`src/rtl/seidel_mac_pipe.sv`:
```
// seidel_mac_pipe: pipelined multiplier with a ce-gated accumulator.
// It also keeps a sticky overflow flag for the accumulator.
module seidel_mac_pipe #(
    parameter int A_WIDTH   = 10,
    parameter int B_WIDTH   = 11,
    parameter int P_WIDTH   = 20,
    parameter int NUM_STAGE = 3,
    parameter int SIGNED    = 0,
    parameter int ACC_WIDTH = 32
) (
    input  logic                 clk,
    input  logic                 reset_n,
    input  logic                 ce,
    input  logic                 in_valid,
    input  logic [A_WIDTH-1:0]   din0,
    input  logic [B_WIDTH-1:0]   din1,
    input  logic                 acc_en,
    input  logic                 acc_clr,
    output logic                 out_valid,
    output logic [P_WIDTH-1:0]   dout,
    output logic                 acc_valid,
    output logic [ACC_WIDTH-1:0] acc_out,
    output logic                 acc_ovf
);
    localparam int PD = NUM_STAGE - 1;

    logic [A_WIDTH-1:0]   a_q, a_d;
    logic [B_WIDTH-1:0]   b_q, b_d;
    logic [P_WIDTH-1:0]   prod_q [PD];
    logic [P_WIDTH-1:0]   prod_d [PD];
    logic [NUM_STAGE-1:0] vld_q, vld_d, en_q, en_d, clr_q, clr_d;
    logic [P_WIDTH-1:0]   dout_q, dout_d;
    logic                 ov_q, ov_d, oen_q, oen_d, oclr_q, oclr_d;
    logic [ACC_WIDTH-1:0] acc_q, acc_d;
    logic                 accv_q, accv_d, ovf_q, ovf_d;
    logic [P_WIDTH-1:0]   a_ext, b_ext;
    logic [ACC_WIDTH-1:0] p_ext;
    logic [ACC_WIDTH:0]   sum;
    logic                 ovf_now;

    always_comb begin
        a_d   = din0;
        b_d   = din1;
        vld_d = {vld_q[NUM_STAGE-2:0], in_valid};
        en_d  = {en_q[NUM_STAGE-2:0], in_valid & acc_en};
        clr_d = {clr_q[NUM_STAGE-2:0], in_valid & acc_clr};
        // Extending to P_WIDTH before multiplying keeps the low product bits exact for both signednesses
        a_ext = (SIGNED != 0) ? P_WIDTH'($signed(a_q)) : P_WIDTH'(a_q);
        b_ext = (SIGNED != 0) ? P_WIDTH'($signed(b_q)) : P_WIDTH'(b_q);
        prod_d[0] = a_ext * b_ext;
        for (int i = 1; i < PD; i++) prod_d[i] = prod_q[i-1];
        ov_d   = vld_q[NUM_STAGE-1];
        oen_d  = en_q[NUM_STAGE-1];
        oclr_d = clr_q[NUM_STAGE-1];
        dout_d = vld_q[NUM_STAGE-1] ? prod_q[PD-1] : dout_q;
        p_ext  = (SIGNED != 0) ? ACC_WIDTH'($signed(dout_q)) : ACC_WIDTH'(dout_q);
        sum    = {1'b0, acc_q} + {1'b0, p_ext};
        ovf_now = (SIGNED != 0) ? (acc_q[ACC_WIDTH-1] == p_ext[ACC_WIDTH-1]) && (sum[ACC_WIDTH-1] != acc_q[ACC_WIDTH-1])
                                : sum[ACC_WIDTH];
        accv_d = ov_q & (oen_q | oclr_q);
        acc_d  = !ov_q ? acc_q : oclr_q ? (oen_q ? p_ext : '0) : oen_q ? sum[ACC_WIDTH-1:0] : acc_q;
        ovf_d  = !ov_q ? ovf_q : oclr_q ? 1'b0 : (ovf_q | (oen_q & ovf_now));
    end

    always_ff @(posedge clk or negedge reset_n) begin
        if (!reset_n) begin
            a_q    <= '0;
            b_q    <= '0;
            for (int i = 0; i < PD; i++) prod_q[i] <= '0;
            vld_q  <= '0;
            en_q   <= '0;
            clr_q  <= '0;
            dout_q <= '0;
            ov_q   <= 1'b0;
            oen_q  <= 1'b0;
            oclr_q <= 1'b0;
            acc_q  <= '0;
            accv_q <= 1'b0;
            ovf_q  <= 1'b0;
        end else if (ce) begin
            a_q    <= a_d;
            b_q    <= b_d;
            prod_q <= prod_d;
            vld_q  <= vld_d;
            en_q   <= en_d;
            clr_q  <= clr_d;
            dout_q <= dout_d;
            ov_q   <= ov_d;
            oen_q  <= oen_d;
            oclr_q <= oclr_d;
            acc_q  <= acc_d;
            accv_q <= accv_d;
            ovf_q  <= ovf_d;
        end
    end

    assign out_valid = ov_q;
    assign dout      = dout_q;
    assign acc_valid = accv_q;
    assign acc_out   = acc_q;
    assign acc_ovf   = ovf_q;
endmodule

```
`config.mk`:
```
export PLATFORM = sky130hd
export DESIGN_NAME = seidel_mac_pipe
export DESIGN_NICKNAME = d
export VERILOG_FILES = /design/src/rtl/seidel_mac_pipe.sv
export SDC_FILE = /design/constraint.sdc
export NUM_CORES = 1
export LEC_CHECK = 0
export ABC_AREA = 1
export CAP_MARGIN = 25
export CORE_MARGIN = 4
export CORE_UTILIZATION = 59
export CTS_CLUSTER_DIAMETER = 40
export DETAILED_ROUTE_END_ITERATION = 8
export PLACE_DENSITY = 0.81
export SLEW_MARGIN = 15
export SYNTH_ARGS = -nofsm -noshare
export SYNTH_HDL_FRONTEND = slang
export SYNTH_SLANG_ARGS = --single-unit
export TNS_END_PERCENT = 20
```
`constraint.sdc`:
```
create_clock -name clk -period 5.48 [get_ports clk]
set_input_delay 1.096 -clock clk [delete_from_list [all_inputs] [get_ports clk]]
set_output_delay 1.096 -clock clk [all_outputs]
set_load 0.01 [all_outputs]
```
==> summary.txt <==
Status
  – Outcome: complete, no violations

Clocking
  – Clock sink count: 127
  – Hold buffers post-CTS: 0
  – CTS tree: yes
  – Cells resized by post-CTS repair: 0
  – Post-CTS setup buffer count: 0
  – Clk_lat worst skew: 420 ps
  – CTS Buffer Depth: 2
  – CTS Buf Count: 17
  – Root Buffer: clkbuf_16
  – H-tree depth: 4
  – CTS clock-pin slew for the worst setup and hold paths: 60 ps

Detailed routing
  – Drt initial violations: 533
  – Drt first pass iters: 5
  – Routed WL per cell: 15.3 µm
  – Via-per-instance ratio: 5.39
  – DRC: 0
  – Final wirelength: 25900 µm
  – Routed vias: 9090
  – ANT nets after route: 0

Timing
  – Setup tns final: 0 ps
  – Crit share post-route: 89.2%
  – Max-slew violations: 0
  – Hold WS: 472 ps
  – Slew HR: 39.2%
  – Slew @ Worst Pin: 910 ps
  – Post-route minimum period: 4890 ps
  – Fmax: 205 MHz
  – RSZ-0062 raised after global routing: no
  – Worst Skew: 10.7 ps
  – Final hold vios: 0
  – Final WS setup: 595 ps
  – Setup violations, final: 0

Critical path
  – CP endpoint kind: register
  – Worst r2r src: a_q[3]$_DFFE_PN0P_
  – Startpoint Class: register
  – Worst Path Max Fanout: 12
  – Slowest CP cell: dfrtp_1
  – Crit-path most repeated cell: inv_1
  – Worst setup path class: register to register
  – Worst EP arrival: 5190 ps
  – Reg2Reg Depth: 19
  – Buffers & Inverters on Critical Path: 6
  – R2R Path End: prod_d[13]$_DFFE_PN0P_
  – Top delay family on crit path: adder cells
  – CP peak stage delay: 560 ps
  – Critical Path RT: 5790 ps
  – Reg2reg setup slack: 590 ps
  – Crit-path cells: nand2_1 > fa_1 > inv_1 > fa_1 > inv_1 > fa_1 > inv_1 > fa_1 > inv_1 > fa_1 > inv_1 > ha_1 > a21oi_1 > inv_1 > o21ai_1 > nand3b_1 > or2_1 > nand3_1 > nand2_1

Synthesis
  – Post-Syn Area: 10300 µm²
  – FF+latch count, synth: 127
  – Top-area cell type share of the netlist area: 30.8%
  – Largest family of logic cells by synthesized area: simple AND/OR/NAND/NOR gates
  – Post-Synth XOR/XNOR Area: 0.680%
  – Top post-synthesis cells by area: dfrtp_1, nand2_1, fa_1
  – Synthesized area per cell: 7.41 µm²
  – Register area share after synthesis: 30.8%
  – Post-synthesis mux area share: 0%
  – Cells after Synth: 1390
  – Post-synthesis simple-gate area fraction: 26.7%
  – Syn Nets: 1560
  – Synth cell types: 41
  – Syn. warnings: 0
  – Adder-Cell Fraction of Synth Area: 22.5%
  – Compound-Gate Fraction of Synth Area: 8.71%
  – Area leader, netlist: dfrtp_1

Placed design
  – Gpl congestion: 0.913
  – Worst slack at placement: 621 ps
  – Number of I/O port buffers: 81
  – Post-DP HPWL: 19800 µm

Cells and area
  – Fillers: 1478
  – Layout cells sized above 1: 5.47%
  – P&R area growth vs syn: 15.1%
  – Antenna cells: 0
  – Final core occ: 69.0%
  – Fin nets: 1620

Global route
  – Initial antenna violation count: 0
  – Grt total ovfl: 0
  – First-pass GRT wire length: 44400 µm
  – Total GRT Usage: 27.7%
  – Largest net degree at the start of global routing: 55
  – Vias in the first global route: 9287

Floorplanning
  – Die Span Y: 140 µm
  – IO Pins: 82
  – Full die area: 19600 µm²
  – Starting Density: 60.0%
  – Core Region: 17200 µm²
  – Die width: 140 µm
  – # rows: 48

Worst hold path
  – Hold EP: en_q[2]$_DFFE_PN0P_
  – Hold depth: 2
  – Hold Path Origin: en_q[2]$_DFFE_PN0P_
  – Worst Hold Class: register to register

Pwr
  – Peak supply drop: 0.280 mV
  – Static leakage: 6.63 nW
  – PD cells: 527 nW/µm²
  – Tot Pwr: 6.25 mW

Flow run
  – Max-cap violations: 0
## Yosys cell counts (all sizes together)
master,number
a21o,1
a21oi,86
a31oi,5
and2,1
buf,15
clkbuf,34
clkinv,1
dfrtp,127
fa,70
ha,73
inv,235
nand2,456
nand2b,1
nand3,77
nand3b,13
nand4,5
nor2,84
nor3,11
nor4,1
o21a,1
o21ai,74
o21bai,3
o22ai,2
or2,6
xnor2,5
xor2,3
## layout by cell type (no fill, tap or decap), types with 7 or more instances in the layout
cell type and n:
a21oi_1 82, buf_4 9, clkbuf_16 17, clkdlybuf4s50_1 79, dfrtp_1 127, fa_1 70, ha_1 73, inv_1 225
inv_2 9, nand2_1 448, nand2_2 7, nand3_1 70, nand3_2 7, nand3b_1 13, nor2_1 81, nor3_1 8
o21ai_0 71
## metrics by stage
stage | instance area [µm²] | std cells
4_1_cts | 11900 | 1688
3_5_place_dp | 11300 | 1656
2_1_floorplan | 10300 | 1390
3_3_place_gp | 11200 | 1655
5_1_grt | 11900 | 1688
6_report | 11900 | 1688
## worst reg2reg max path, stage by stage, from the launching register on
cell and delay, ps:
dfrtp_1 560, nand2_1 140, fa_1 550, inv_1 50, fa_1 500, inv_1 60
fa_1 490, inv_1 60, fa_1 530, inv_1 50, fa_1 520, inv_1 40
ha_1 340, a21oi_1 210, inv_1 80, o21ai_1 170, nand3b_1 100, or2_1 210
nand3_1 60, nand2_1 50
## sequential cells by signal, summed over array words and instances, names as in the netlist
name       count
acc_valid      1
prod_d        20
acc_ovf        1
oclr_q         1
vld_q          3
a_q           10
oen_q          1
dout          20
clr_q          3
out_valid      1
acc_out       32
prod_q        20
b_q           11
en_q           3
## metal layers
metal  GRT usage [%]  part of all wire (%)  vias to the layer above
met5               0                     0                        -
met4            8.77                   2.4                        0
met3            4.47                   4.8                       52
met2            49.7                    51                      265
met1            34.2                    42                     4354
li1                -                     -                     4419
## worst max-delay path by stage
| stage | startpoint | to | slack (ps) | cells after the start |
|---|---|---|---|---|
| 2_1_floorplan | a_q[3]$_DFFE_PN0P_ | prod_d[13]$_DFFE_PN0P_ | 830 | 20 |
| 3_3_place_gp | a_q[3]$_DFFE_PN0P_ | prod_d[13]$_DFFE_PN0P_ | 700 | 19 |
| 3_5_place_dp | a_q[3]$_DFFE_PN0P_ | prod_d[13]$_DFFE_PN0P_ | 620 | 19 |
| 4_1_cts | a_q[3]$_DFFE_PN0P_ | prod_d[13]$_DFFE_PN0P_ | 590 | 19 |
| 5_1_grt | a_q[3]$_DFFE_PN0P_ | prod_d[19]$_DFFE_PN0P_ | 240 | 19 |
| 6_report | a_q[3]$_DFFE_PN0P_ | prod_d[13]$_DFFE_PN0P_ | 590 | 19 |
## cells by family (layout without fill, tap and decap cells)
group,count (synthesis),in the layout
adders and majority gates,143,143
AOI/OAI and AO/OA,172,172
DFF,127,127
xor gates and xnor gates,8,8
and+or+nand+nor,655,655
buffers and inverters,285,358
## area by class of cell
type,instances,area (µm²),share of cell area (%)
inverter,236,888,7.49
sequential,127,3180,26.8
clock buffer,19,433,3.65
clock inverter,13,161,1.36
timing repair buffer,90,878,7.41
tap,225,282,2.37
multi-input combinational,978,6030,50.9
## power breakdown
part | internal [mW] | switching, mW
clock | 0.716 | 0.438
sequential | 1.22 | 0.289
combinational | 1.41 | 2.18
(Power assumes the default switching activity.)
